File: config.mk
export PLATFORM = sky130hd
export DESIGN_NAME = gpio_in_filter
export DESIGN_NICKNAME = d
export VERILOG_FILES = /design/src/rtl/gpio_in_filter.sv
export SDC_FILE = /design/constraint.sdc
export NUM_CORES = 1
export LEC_CHECK = 0
export ABC_AREA = 1
export CAP_MARGIN = 30
export CORE_MARGIN = 3
export CORE_UTILIZATION = 66
export DETAILED_ROUTE_END_ITERATION = 10
export DONT_BUFFER_PORTS = 1
export MAX_ROUTING_LAYER = met4
export PLACE_DENSITY = 0.93
export SETUP_SLACK_MARGIN = 0.5
export SYNTH_ARGS = -nofsm -noshare
export SYNTH_HDL_FRONTEND = slang
export SYNTH_SLANG_ARGS = --single-unit
File: constraint.sdc
create_clock -name clk_i -period 2.5 [get_ports clk_i]
set_input_delay 0.5 -clock clk_i [delete_from_list [all_inputs] [get_ports clk_i]]
set_output_delay 0.5 -clock clk_i [all_outputs]
set_load 0.03 [all_outputs]
File: src/rtl/gpio_in_filter.sv
`default_nettype none
// ============================================================================
// Module   : gpio_in_filter
// Purpose  : Per-bit GPIO input glitch filter with registered rise/fall
//            pulses and sticky edge status. Optional two-flop input
//            synchronizer enabled by defining GPIO_IN_FILTER_SYNC_EN.
// Revision : 1.0
// ============================================================================
module gpio_in_filter #(
  parameter int N_GPIO        = 32,
  parameter int FILTER_CYCLES = 16
) (
  input  logic              clk_i,
  input  logic              rst_i,
  input  logic [N_GPIO-1:0] gpio_i,
  input  logic [N_GPIO-1:0] filter_en_i,
  input  logic              clr_i,
  output logic [N_GPIO-1:0] gpio_o,
  output logic [N_GPIO-1:0] rise_o,
  output logic [N_GPIO-1:0] fall_o,
  output logic [N_GPIO-1:0] status_rise_o,
  output logic [N_GPIO-1:0] status_fall_o
);

  localparam int CNT_W = (FILTER_CYCLES > 1) ? $clog2(FILTER_CYCLES) : 1;
  localparam logic [CNT_W-1:0] CNT_MAX = CNT_W'(FILTER_CYCLES - 1);

  logic [N_GPIO-1:0] samp;
  logic [N_GPIO-1:0] gpio_next;
  logic [N_GPIO-1:0] rise_next;
  logic [N_GPIO-1:0] fall_next;

`ifdef GPIO_IN_FILTER_SYNC_EN
  logic [N_GPIO-1:0] sync_meta;
  logic [N_GPIO-1:0] sync_stage;

  always_ff @(posedge clk_i) begin
    if (rst_i) begin
      sync_meta  <= '0;
      sync_stage <= '0;
    end else begin
      sync_meta  <= gpio_i;
      sync_stage <= sync_meta;
    end
  end

  assign samp = sync_stage;
`else
  assign samp = gpio_i;
`endif

  for (genvar i = 0; i < N_GPIO; i++) begin : g_bit
    logic [CNT_W-1:0] cnt;
    logic [CNT_W-1:0] cnt_next;
    logic             bit_next;

    // The counter only advances while the sample disagrees with the output;
    // it saturates at CNT_MAX because reaching it flips the output instead.
    always_comb begin
      cnt_next = '0;
      bit_next = gpio_o[i];
      if (!filter_en_i[i]) begin
        bit_next = samp[i];
      end else if (samp[i] != gpio_o[i]) begin
        if (cnt == CNT_MAX) begin
          bit_next = samp[i];
        end else begin
          cnt_next = cnt + 1'b1;
        end
      end
    end

    always_ff @(posedge clk_i) begin
      if (rst_i) begin
        cnt <= '0;
      end else begin
        cnt <= cnt_next;
      end
    end

    assign gpio_next[i] = bit_next;
  end

  assign rise_next = gpio_next & ~gpio_o;
  assign fall_next = ~gpio_next & gpio_o;

  // A new edge on the clearing cycle wins over the clear.
  always_ff @(posedge clk_i) begin
    if (rst_i) begin
      gpio_o        <= '0;
      rise_o        <= '0;
      fall_o        <= '0;
      status_rise_o <= '0;
      status_fall_o <= '0;
    end else begin
      gpio_o        <= gpio_next;
      rise_o        <= rise_next;
      fall_o        <= fall_next;
      status_rise_o <= (clr_i ? '0 : status_rise_o) | rise_next;
      status_fall_o <= (clr_i ? '0 : status_fall_o) | fall_next;
    end
  end

endmodule
`default_nettype wire

* Word level (Yosys, flattened, before mapping)
Index checks and enable logic that the tools add are counted.
** Storage, ports and cells
- Flip-flop bits (word level) :: 288
- Bits of input ports :: 67
- Word-level logic and storage cells :: 333
** Cells by class
- Add/sub/neg operators :: 32
- Eq/ne operators :: 64
- Mux-type cells :: 98
- Bitwise operators :: 70
- Reduce and logical (&&, ||, !) cells :: 32
** Operators with widths (count)
- 4-bit by 1-bit adder with 4-bit output, second input constant :: 32
- 4-bit equality test, second input constant :: 32
- 4-bit OR reduction :: 32
- 1-bit two-way mux :: 96
- 32-bit AND :: 2
- 32-bit two-way mux :: 2
- 1-bit inverter :: 64
- 32-bit inverter :: 2
- 32-bit bitwise OR :: 2
- 1-bit != test :: 32

* Logic depth before layout (Yosys ltp)
Gate-level depths: netlist (run 1).
- Word-level depth :: 7
- Mapped depth :: 7
- Depth with buffers taken out :: 6

* Worst setup path after synthesis (run 1)
OpenSTA, ideal clock, no wires.
- Kind :: input -> register
- Start point :: input rst_i
- End point :: register status_fall_o[27]
- Setup time :: 0.122 ns
- Arrival :: 1.059 ns
- Path slack :: 1.319 ns
- Stages on the path :: 6
- Buffers on the path :: 3
- Path through :: buf_6 -> inv_6 -> buf_8 -> buf_4 -> nand3_1 -> o21ai_0
** RTL lines
- start, declared :: line 14 : input logic rst_i,
- end signal, assigned :: line 100 : status_fall_o <= (clr_i ? '0 : status_fall_o) | fall_next;
- end, declared :: line 22 : output logic [N_GPIO-1:0] status_fall_o

* Worst setup path in the final report (run 1)
- Start point :: register gpio_o[14]
- End point :: output gpio_o[14]
** RTL lines
- start, declared :: line 18 : output logic [N_GPIO-1:0] gpio_o,
- start signal, assigned :: line 96 : gpio_o <= gpio_next;
No word-level cell between the ends.

==> impl_metrics.tcl, run 1 <==
set metrics [dict create \
    drive_above_1_share_pct 6.98 \
    synthAdderAreaFrac_pct 3.68 \
    vias 8828 \
    grt_pass1_wl_um 39800 \
    grt_pass1_vias 8588 \
    leakage_nw 5.83 \
    fin_crit_sh_pct 66.4 \
    htree_levels 1 \
    synth-edff-count 0 \
    wire_per_inst_um 14.9 \
    wl_um 24300 \
    min_period_ns 1.66 \
    drc 0 \
    relSlewSlack_pct 63.3 \
    netlist_area_mm2 0.0109 \
    clkSinkCount 288 \
    p_per_area_mw_per_mm2 842 \
    synthCells 1387 \
    drt-pass1-iter-count 5 \
    required_ns 2.00 \
    portBuffers 0 \
    cts_inserted_buffers 29 \
    nNetsFinal 1497 \
    path_clk_slew_ns 0.06 \
    yosys_warnings 0 \
    overflow 0 \
    ys_ff_latch 288 \
    synthArstFlopShare_pct 0 \
    area_growth_pct 10.7 \
    worstSkewPairLatency_ns 0.53 \
    post_dp_cell_area_mm2 0.0110 \
    finalSetupTns_ns 0 \
    synth_compound_gate_area_share_pct 1.47 \
    stdcell_area_mm2 0.0120 \
    coreArea_mm2 0.0160 \
    synth_nets 1486 \
    synth_ff_type "dfxtp_1" \
    ys_types 19 \
    die_x_um 134 \
    worstPathArrival_ns 1.16 \
    synthMuxAreaShare_pct 0 \
    start_util_pct 68.0 \
    fp.dieH_um 134 \
    worst-path-max-fanout 6 \
    hold_buffers 0 \
    clockBufferDepth 3 \
    yosys.area_share.simple_pct 31.3 \
    synth_seq_area_share_pct 53.0 \
    outcome "completed" \
    synth_xor_area_share_pct 2.58 \
    ir_worst_vdd_mv 0.739 \
    worst_pin_slew_ns 0.549 \
    io-pin-count 227 \
    cts_resized 0 \
    num_antenna_cells 0 \
    hp-class "in -> reg" \
    crit_type "reg -> out" \
    antenna_found_initial 0 \
    end_kind "output port" \
    synth_top_family_by_area "simple AND/OR/NAND/NOR gates" \
    rows 46 \
    slew_violations 0 \
    dp_hpwl_um 16200 \
    rsz0062_at_grt "no" \
    clockRootBuffer "clkbuf_16" \
    max_clock_freq_ghz 0.602 \
    setup_violations 0 \
    max_cap_viol_count 0 \
    syn_avg_cell_area_um2 7.85 \
    finalHoldViolCount 0 \
    grt_util_all_layers_pct 27.0 \
    dieArea_mm2 0.0181 \
    postCtsSetupBuffers 0 \
    drt_iter0_markers 492 \
    grt_max_degree 54 \
    via_per_inst 5.40 \
    tritoncts "done" \
    final_antenna_net_count 0 \
    fin_skew_ns 0.00938 \
    routabilityCongestion 0.772 \
    start_kind "flop" \
]
==> per-stage QoR <==
step	total power, mW	cells	hold slack, ns	worst slack [ns]	util [%]
2_1_floorplan	5.52	1387	0.418	1.32	-
3_3_place_gp	5.60	1583	0.426	0.953	68.9
3_5_place_dp	5.63	1583	0.437	0.861	68.9
4_1_cts	10.2	1635	0.115	0.814	75.3
5_1_grt	10.5	1635	0.123	0.787	75.3
6_report	10.1	1635	0.130	0.839	75.3
==> cell type report <==
cell class | count | area, um2
tap | 216 | 270
timing repair buffer | 7 | 65.1
multi-input combinational | 896 | 4250
clock inverter | 15 | 214
sequential | 288 | 5770
inverter | 176 | 666
fill | 1118 | 3950
clock buffer | 37 | 816
==> layer usage <==
metal / track usage [%] / up-vias / share of wire (%)
li1: - / 4334 / -
met3: 5.36 / 88 / 7.0
met1: 29.0 / 4063 / 37
met4: 8.99 / 0 / 3.3
met2: 49.7 / 343 / 53
met5: - / - / 0
==> cell families (layout without fill, tap and decap cells) <==
| logic type | Yosys count | count (layout) |
|---|---|---|
| buffers and inverters | 203 | 235 |
| AND/OR/NAND/NOR | 800 | 800 |
| adder cells (fa/ha/maj) | 32 | 32 |
| flip-flops | 288 | 288 |
| XOR/XNOR | 32 | 32 |
| AO/OA/AOI/OAI | 32 | 32 |
==> state kept, by name, indices dropped and copies added, names as in the netlist <==
| signal | flops |
|---|---|
| rise_o | 32 |
| gpio_o | 32 |
| fall_o | 32 |
| g_bit.cnt | 128 |
| status_fall_o | 32 |
| status_rise_o | 32 |
==> cell usage in the layout (no fill, tap or decap), types with 2 or more instances in the layout <==
cell type,n
buf_4,6
xnor2_1,32
clkinv_4,2
nand4_1,32
nor2_2,18
nand3_2,18
inv_1,174
clkinv_2,7
bufinv_16,5
ha_1,32
clkbuf_1,2
nand2_1,280
nand3_1,128
o21ai_0,32
clkbuf_8,6
nor2_1,320
clkbuf_16,29
dfxtp_1,288
nand2_2,4
==> where the power goes <==
| part | total [mW] | switching [mW] | internal [mW] | leakage [nW] |
|---|---|---|---|---|
| registers | 5.09 | 0.353 | 4.74 | 2.35 |
| logic | 0.465 | 0.314 | 0.151 | 2.97 |
| clock network | 4.59 | 1.77 | 2.82 | 0.515 |
| total | 10.1 | 2.43 | 7.71 | 5.83 |
==> Yosys cell counts (4+ instances only) <==
cell | n | area share (%)
buf_1 | 5 | 0.17
buf_6 | 6 | 0.62
nand3_1 | 128 | 5.9
nand3_2 | 18 | 1.7
nor2_2 | 18 | 1.0
nor2_1 | 320 | 11
nand2_2 | 4 | 0.23
o21ai_0 | 32 | 1.5
inv_1 | 174 | 6.0
nand4_1 | 32 | 1.8
buf_2 | 6 | 0.28
buf_4 | 9 | 0.62
xnor2_1 | 32 | 2.6
nand2_1 | 280 | 9.7
ha_1 | 32 | 3.7
dfxtp_1 | 288 | 53
==> path summary, 6_finish.rpt <==
kind / start / end / slack [ns] / cells past startpoint
setup reg to reg: gpio_o[11]$_SDFF_PP0_ / g_bit[11].cnt[1]$_SDFF_PP0_ / 1.21 / 6
hold reg to reg: g_bit[10].cnt[0]$_SDFF_PP0_ / g_bit[10].cnt[0]$_SDFF_PP0_ / 0.44 / 1
hold / removal: filter_en_i[29] / g_bit[29].cnt[1]$_SDFF_PP0_ / 0.13 / 2
setup / recovery: gpio_o[14]$_SDFF_PP0_ / gpio_o[14] / 0.84 / 0
Power figures use the tool's default switching activity.
==> run 2, diff against run 1 <==
--- a/config.mk
+++ b/config.mk
@@ -5,14 +5,14 @@
 export SDC_FILE = /design/constraint.sdc
 export NUM_CORES = 1
 export LEC_CHECK = 0
-export ABC_AREA = 1
+export ABC_AREA = 0
 export CAP_MARGIN = 30
 export CORE_MARGIN = 3
-export CORE_UTILIZATION = 66
+export CORE_UTILIZATION = 63
 export DETAILED_ROUTE_END_ITERATION = 10
 export DONT_BUFFER_PORTS = 1
 export MAX_ROUTING_LAYER = met4
-export PLACE_DENSITY = 0.93
+export PLACE_DENSITY = 0.9
 export SETUP_SLACK_MARGIN = 0.5
 export SYNTH_ARGS = -nofsm -noshare
 export SYNTH_HDL_FRONTEND = slang
==> constraint.sdc (replaced) <==
create_clock -name clk_i -period 1.6 [get_ports clk_i]
set_input_delay 0.32 -clock clk_i [delete_from_list [all_inputs] [get_ports clk_i]]
set_output_delay 0.32 -clock clk_i [all_outputs]
set_load 0.03 [all_outputs]
==> run 2 against run 1 <==
The run now fails in global routing (5_1_grt). Synthesized cell count down 24%. Area after synthesis down 1.8%.
==> impl_metrics.tcl, run 2 <==
set metrics [dict create \
    outcome "did not finish" \
    lastStage "global routing (5_1_grt)" \
    first-error "[ERROR GRT-0232] Routing congestion too high. Check the congestion heatmap in the GUI." \
    clockBufferDepth 3 \
    post-place-cells 1274 \
    clkSinkCount 288 \
    rows 46 \
    synth_top_cells_by_area "dfxtp_1, nand3b_1, xor2_1" \
    yosysMostFrequentCell "dfxtp_1" \
    ys_ff_latch 288 \
    netlist_area_mm2 0.0107 \
    portBuffers 0 \
    cts_inserted_buffers 29 \
    post_dp_cell_area_mm2 0.0114 \
    synthCells 1058 \
    yosys_warnings 0 \
    grt_max_degree 132 \
    synthArstFlopShare_pct 0 \
    overflow 572 \
    routabilityCongestion 0.746 \
    fp.dieH_um 136 \
    clockRootBuffer "clkbuf_16" \
    synth_common_cells "dfxtp_1, nor2_1, nand3b_1, inv_1, and3_1" \
    yosys.area.top_type "dfxtp_1" \
    ys_types 27 \
    worstEndpointGrtRepair "gpio_o[4]" \
    die_x_um 136 \
    io-pin-count 227 \
    htree_levels 1 \
    synth_top_area_share_pct 53.9 \
    start_util_pct 65.8 \
    syn_avg_cell_area_um2 10.1 \
    synth_seq_area_share_pct 53.9 \
    synth_ff_type "dfxtp_1" \
    worst_endpoint_kind "top-level output" \
    synth-edff-count 0 \
    grt_util_all_layers_pct 88.9 \
    dp_hpwl_um 15300 \
    synth_nets 1157 \
]
[run 2: cell count changes after synthesis, sizes merged, moves of 32 or more]
cell / previous run / this run
nand3: 146 / 47
and3: 0 / 51
o21ai: 32 / 0
o31ai: 0 / 34
a21oi: 0 / 32
nand3b: 0 / 64
nand2b: 0 / 49
xor2: 0 / 47
inv: 176 / 63
nor2: 338 / 90
nand2: 284 / 34
nor3: 0 / 34
[run 2: cell families after synthesis]
kind of cell             synth area share [%]
AND/OR/NAND/NOR                          21.6
XOR/XNOR                                 6.47
adder cells (fa/ha/maj)                  3.75
flip-flops                               53.9
multiplexers                             1.59
buffers and inverters                    3.85
AO/OA/AOI/OAI                            8.74
[run 2: per-stage QoR]
stage          setup slack [ns]  hold slack, ns
2_1_floorplan             0.490           0.418
4_1_cts                   0.243          -0.128
3_5_place_dp              0.326           0.433
3_3_place_gp              0.419           0.430
[run 2: routing by layer]
metal	GRT overflow	global-route usage (%)
met5	-	-
met1	2	82.4
met2	360	105
met4	196	98.6
met3	14	71.2
[run 2: what timing repair did]
action | 4_1_cts
endpoints found under the setup margin | 289
pin swaps | 43
hold buffers | 60
hold endpoints to repair | 182
buffers inserted | 43
gates resized for setup | 423
==> run 3, diff against run 2 <==
--- a/config.mk
+++ b/config.mk
@@ -8,12 +8,10 @@
 export ABC_AREA = 0
 export CAP_MARGIN = 30
 export CORE_MARGIN = 3
-export CORE_UTILIZATION = 63
+export CORE_UTILIZATION = 40
 export DETAILED_ROUTE_END_ITERATION = 10
 export DONT_BUFFER_PORTS = 1
-export MAX_ROUTING_LAYER = met4
-export PLACE_DENSITY = 0.9
-export SETUP_SLACK_MARGIN = 0.5
+export PLACE_DENSITY_LB_ADDON = 0.15
 export SYNTH_ARGS = -nofsm -noshare
 export SYNTH_HDL_FRONTEND = slang
 export SYNTH_SLANG_ARGS = --single-unit
==> run 3 against run 2 <==
The flow now finishes, with violations (hold timing). Synthesized cell count is the same. Area after synthesis is the same.
==> impl_metrics.tcl, run 3 <==
set metrics [dict create \
    outcome "finished with violations" \
    violations "hold timing" \
    drc 0 \
    grt_pass1_vias 7553 \
    layout_common_cells "dfxtp_1, nor2_1, dlygate4sd3_1, nand3b_1, inv_1" \
    synth-edff-count 0 \
    clkPwrFrac_pct 47.1 \
    grt_pass1_wl_um 37500 \
    p_per_area_mw_per_mm2 1240 \
    worstSkewPairLatency_ns 0.55 \
    yosys.area.top_type "dfxtp_1" \
    rows 59 \
    highest_layer "met4" \
    synth_nets 1157 \
    grt_util_all_layers_pct 15.3 \
    final_antenna_net_count 0 \
    top_register "g_bit.cnt" \
    num-fill-cells 2417 \
    num_antenna_cells 0 \
    routabilityCongestion 0.746 \
    required_ns 2.04 \
    drive_above_1_share_pct 10.5 \
    worst-path-max-fanout 4 \
    m1WireLength_um 10600 \
    cp.buffers_inverters 2 \
    fp.dieH_um 169 \
    coreArea_mm2 0.0261 \
    switching_share_pct 23.1 \
    dieArea_mm2 0.0287 \
    start_kind "flop" \
    cts_inserted_buffers 31 \
    tritoncts "done" \
    dp_hpwl_um 14700 \
    synthArstFlopShare_pct 0 \
    p_int_mw 12.8 \
    switchingPower_mw 3.83 \
    synth_ff_type "dfxtp_1" \
    yosys_warnings 0 \
    area_growth_pct 25.1 \
    min_period_ns 1.54 \
    nNetsFinal 1288 \
    power_frac_comb_pct 6.4 \
    design_power_total_mw 16.6 \
    wl_met2_um 9850 \
    synth_top_cells_by_area "dfxtp_1, nand3b_1, xor2_1" \
    cpMaxStageDelayCell "dlygate4sd3_1" \
    start_util_pct 40.9 \
    ys_ff_latch 288 \
    stdcell_area_mm2 0.0134 \
    antenna_found_initial 0 \
    crit_family "buffers and inverters" \
    max_clock_freq_ghz 0.648 \
    path_clk_slew_ns 0.06 \
    syn_avg_cell_area_um2 10.1 \
    vias 7744 \
    end_kind "flop" \
    hp-class "in -> reg" \
    synthCells 1058 \
    synth_top_area_share_pct 53.9 \
    overflow 0 \
    portBuffers 0 \
    ys_types 27 \
    post_dp_cell_area_mm2 0.0114 \
    finalSetupTns_ns 0 \
    wl_um 22800 \
    hold_slack_ns -0.130 \
    relSlewSlack_pct 70.9 \
    finalHoldViolCount 94 \
    yosysMostFrequentCell "dfxtp_1" \
    clockRootBuffer "clkbuf_16" \
    pwr-share-seq_pct 46.6 \
    max_cap_viol_count 0 \
    cpPeakStageDelay_ns 0.54 \
    worstPathCellList "ha_1, a31oi_1, buf_4, nor3_1, dlygate4sd3_1" \
    wl_met3_um 1880 \
    htree_levels 1 \
    drt_iter0_markers 353 \
    stdcell_count 1549 \
    ir_worst_vdd_mv 0.915 \
    clkSinkCount 288 \
    worst_pin_slew_ns 0.436 \
    clockBufferDepth 3 \
    die_x_um 169 \
    post-place-cells 1412 \
    wire_per_inst_um 14.7 \
    io-pin-count 227 \
    netlist_area_mm2 0.0107 \
    synth_common_cells "dfxtp_1, nor2_1, nand3b_1, inv_1, and3_1" \
    grt_max_degree 132 \
    synth_seq_area_share_pct 53.9 \
    fin_crit_sh_pct 96.5 \
    via_per_inst 5.00 \
    leakage_nw 5.58 \
    setup_violations 0 \
    fin_skew_ns 0.00662 \
    largest_reg_flops 128 \
    crit_type "reg -> reg" \
    worstPathArrival_ns 1.98 \
    final_common_cell "dfxtp_1" \
    drt-pass1-iter-count 5 \
    slew_violations 0 \
]
## run 3: kinds of logic (layout without fill, tap and decap cells)
kind of cell / Yosys count / count (layout) / share of synthesized area, %
and+or+nand+nor: 416 / 416 / 21.6
buffers and inverters: 98 / 254 / 3.85
adders and majority gates: 32 / 32 / 3.75
xor gates and xnor gates: 79 / 79 / 6.47
AOI/OAI and AO/OA: 128 / 128 / 8.74
DFF: 288 / 288 / 53.9
muxes: 17 / 17 / 1.59
## run 3: area by class of cell
type,count,area (um2),area share [%]
inverters,63,239,1.79
well taps,335,419,3.14
flip-flops and latches,288,5770,43.1
clock inverters,21,298,2.23
clock buffers,37,848,6.35
repair buffers,133,1250,9.38
multi-input cells,672,4540,34.0
## run 3: power groups by stage
stage	registers (mW)	clock network [mW]	logic [mW]
global route	7.76	8.37	1.18
global placement	7.90	0	0.835
floorplan	7.97	0	0.557
finish	7.74	7.82	1.06
detailed placement	7.90	0	0.844
CTS	7.74	8.08	1.01
## run 3: timing repair
item,CTS,global route
setup buffers,0,4
hold endpoints to repair,243,99
hold buffers,73,2
resized for setup,0,8
setup endpoints to repair,0,9
## run 3: worst paths after layout
| path | start | endpoint | slack [ns] | cells after the start |
|---|---|---|---|---|
| setup / recovery | g_bit[1].cnt[0]$_SDFF_PP0_ | rise_o[1]$_SDFF_PP0_ | 0.06 | 5 |
| hold / removal | rst_i | rise_o[16]$_SDFF_PP0_ | -0.13 | 1 |
| hold reg to reg | g_bit[22].cnt[0]$_SDFF_PP0_ | g_bit[22].cnt[0]$_SDFF_PP0_ | 0.44 | 1 |
| setup reg to reg | g_bit[1].cnt[0]$_SDFF_PP0_ | rise_o[1]$_SDFF_PP0_ | 0.06 | 5 |
## run 3: worst reg2reg max path: cells and delay by family (launching register included)
kind            cells  cell delay (ns)
compound gates      1             0.16
buf+inv             2             0.69
simple gates        1             0.04
fa+ha+maj           1             0.22
flops               1             0.32
## run 3: per-stage QoR
| stage | worst slack, ns | utilization (%) |
|---|---|---|
| 5_1_grt | -0.00111 | 51.1 |
| 3_3_place_gp | 0.362 | 43.6 |
| 3_5_place_dp | 0.320 | 43.6 |
| 4_1_cts | 0.0186 | 50.8 |
| 2_1_floorplan | 0.396 | - |
| 6_report | 0.0567 | 51.1 |
## run 3: layer usage
metal / global-route usage (%) / vias to the layer above
met3: 5.08 / 29
met5: 0 / -
li1: - / 3962
met1: 20.5 / 3542
met2: 24.1 / 211
met4: 3.63 / 0
==> run 4, diff against run 3 <==
--- a/config.mk
+++ b/config.mk
@@ -7,6 +7,7 @@
 export LEC_CHECK = 0
 export ABC_AREA = 0
 export CAP_MARGIN = 30
+export CORE_ASPECT_RATIO = 0.75
 export CORE_MARGIN = 3
 export CORE_UTILIZATION = 40
 export DETAILED_ROUTE_END_ITERATION = 10
==> constraint.sdc (replaced) <==
create_clock -name clk_i -period 1.6 [get_ports clk_i]
set_input_delay 0.32 -clock clk_i [delete_from_list [all_inputs] [get_ports clk_i]]
set_output_delay 0.32 -clock clk_i [all_outputs]
set_load 0.05 [all_outputs]
==> run 4 against run 3 <==
The flow still finishes with violations (hold timing). Final area down 0.81%. Global-route usage up 0.58 points. Non-clock buffer count up 15. Cell count up 1.2%. Core utilization down 0.35 points. Sequential power up 2%. Fmax down 0.89%. Worst hold slack better by 0.011 ns. Flip-flop and latch count unchanged. Total power down 5.6%. Largest cell class unchanged.
==> impl_metrics.tcl, run 4 (synthesis results as in run 3) <==
set metrics [dict create \
    outcome "finished with violations" \
    violations "hold timing" \
    drive_above_1_share_pct 11.4 \
    overflow 0 \
    vias 7838 \
    min_to "status_rise_o[30]$_SDFF_PP0_" \
    ir_worst_vdd_mv 0.973 \
    finalSetupTns_ns 0 \
    relSlewSlack_pct 63.1 \
    dieArea_mm2 0.0287 \
    worst_slack_ns 0.0429 \
    pwr-share-seq_pct 50.1 \
    num_antenna_cells 0 \
    worstSkewPairLatency_ns 0.54 \
    num-fill-cells 2452 \
    setup_violations 0 \
    io-pin-count 227 \
    start_kind "flop" \
    fin_crit_sh_pct 97.3 \
    worstPathArrival_ns 1.99 \
    end_kind "flop" \
    p_per_area_mw_per_mm2 1180 \
    portBuffers 0 \
    clockRootBuffer "clkbuf_16" \
    final_antenna_net_count 0 \
    place_ws_ns 0.319 \
    r2r_cells 5 \
    rows 51 \
    top_register "g_bit.cnt" \
    worst_pin_slew_ns 0.553 \
    clockBufferDepth 3 \
    switching_share_pct 24.8 \
    regArea_mm2 0.00577 \
    hp-class "in -> reg" \
    worstHoldStart "rst_i" \
    switchingPower_mw 3.89 \
    max_clock_freq_ghz 0.642 \
    drc 0 \
    clkPwrFrac_pct 42.5 \
    cts_inserted_buffers 29 \
    fp.dieH_um 148 \
    stdcell_count 1568 \
    hold_slack_ns -0.119 \
    path_clk_slew_ns 0.06 \
    area_growth_pct 24.0 \
    min_period_ns 1.56 \
    grt_util_all_layers_pct 15.9 \
    antenna_found_initial 0 \
    r2r-end "rise_o[17]$_SDFF_PP0_" \
    drt_iter0_markers 237 \
    regToRegSetupSlack_ns 0.04 \
    grt_pass1_wl_um 39000 \
    multiInputGateArea_mm2 0.00455 \
    post-place-cells 1432 \
    wire_per_inst_um 14.9 \
    die_x_um 195 \
    min_path_cells 1 \
    coreArea_mm2 0.0261 \
    max_cap_viol_count 0 \
    p_int_mw 11.8 \
    worst-path-max-fanout 8 \
    fin_skew_ns 0.00656 \
    clkSinkCount 288 \
    via_per_inst 5.00 \
    nNetsFinal 1301 \
    grt_max_degree 132 \
    routabilityCongestion 0.714 \
    slew_violations 0 \
    largest_reg_flops 128 \
    finalHoldViolCount 92 \
    htree_levels 1 \
    crit_type "reg -> reg" \
    layout_common_cells "dfxtp_1, nor2_1, buf_4, dlygate4sd3_1, nand3b_1" \
    tritoncts "done" \
    dp_hpwl_um 14800 \
    power_frac_comb_pct 7.4 \
    drt-pass1-iter-count 5 \
    start_util_pct 41.0 \
    grt_pass1_vias 7585 \
    reg2reg_from "g_bit[17].cnt[0]$_SDFF_PP0_" \
    final_common_cell "dfxtp_1" \
    required_ns 2.03 \
    leakage_nw 5.55 \
    wl_um 23400 \
    hold_buffers 73 \
]
==> run 4: routing by layer <==
metal	track usage, %	up-vias	wire length, um
met1	22.5	3648	11400
li1	-	4000	-
met3	4.65	35	1440
met2	24.1	155	10100
met4	3.74	0	493
met5	0	-	0
==> run 4: stage by stage <==
stage	util [%]	area, um2	power (mW)
global placement	44.0	11500	8.99
detailed placement	44.0	11500	8.99
global route	50.8	13300	16.3
floorplan	-	10700	8.76
CTS	50.4	13100	15.9
finish	50.8	13300	15.7
==> run 4: power groups by stage <==
stage / clock network [mW] / logic (mW) / registers, mW
floorplan: 0 / 0.558 / 8.21
global placement: 0 / 0.971 / 8.02
detailed placement: 0 / 0.976 / 8.02
CTS: 6.90 / 1.14 / 7.86
global route: 7.19 / 1.27 / 7.88
finish: 6.66 / 1.16 / 7.86
==> run 4: repair_timing <==
action,4_1_cts,5_1_grt
gates resized for setup,0,15
buffers inserted,0,11
hold endpoints to repair,237,92
setup endpoints to repair,0,11
==> run 4: final cells by class <==
cell class	instances	share of cell area [%]
clock buffer	45	6.61
multi-input combinational	672	34.3
sequential	288	43.5
timing repair buffer	148	10.0
tap	344	3.25
clock inverter	8	0.491
inverter	63	1.80
==> run 4: how the worst max path moves through the flow <==
stage | endpoint | from | slack, ns | cells after the start
2_1_floorplan | g_bit[0].cnt[1]$_SDFF_PP0_ | gpio_o[0]$_SDFF_PP0_ | 0.38 | 3
3_3_place_gp | gpio_o[14]$_SDFF_PP0_ | g_bit[14].cnt[0]$_SDFF_PP0_ | 0.34 | 4
3_5_place_dp | gpio_o[14]$_SDFF_PP0_ | g_bit[14].cnt[0]$_SDFF_PP0_ | 0.32 | 4
4_1_cts | status_rise_o[3] | status_rise_o[3]$_SDFF_PP0_ | 0.001 | 0
5_1_grt | fall_o[20]$_SDFF_PP0_ | g_bit[20].cnt[0]$_SDFF_PP0_ | -0.02 | 5
6_report | rise_o[17]$_SDFF_PP0_ | g_bit[17].cnt[0]$_SDFF_PP0_ | 0.04 | 5
==> run 4: critical path, cell delays in order (launching register included) <==
cell,delay (ns)
dfxtp_2,0.33
ha_2,0.18
a31oi_1,0.15
buf_4,0.18
nor3_1,0.05
dlygate4sd3_1,0.55
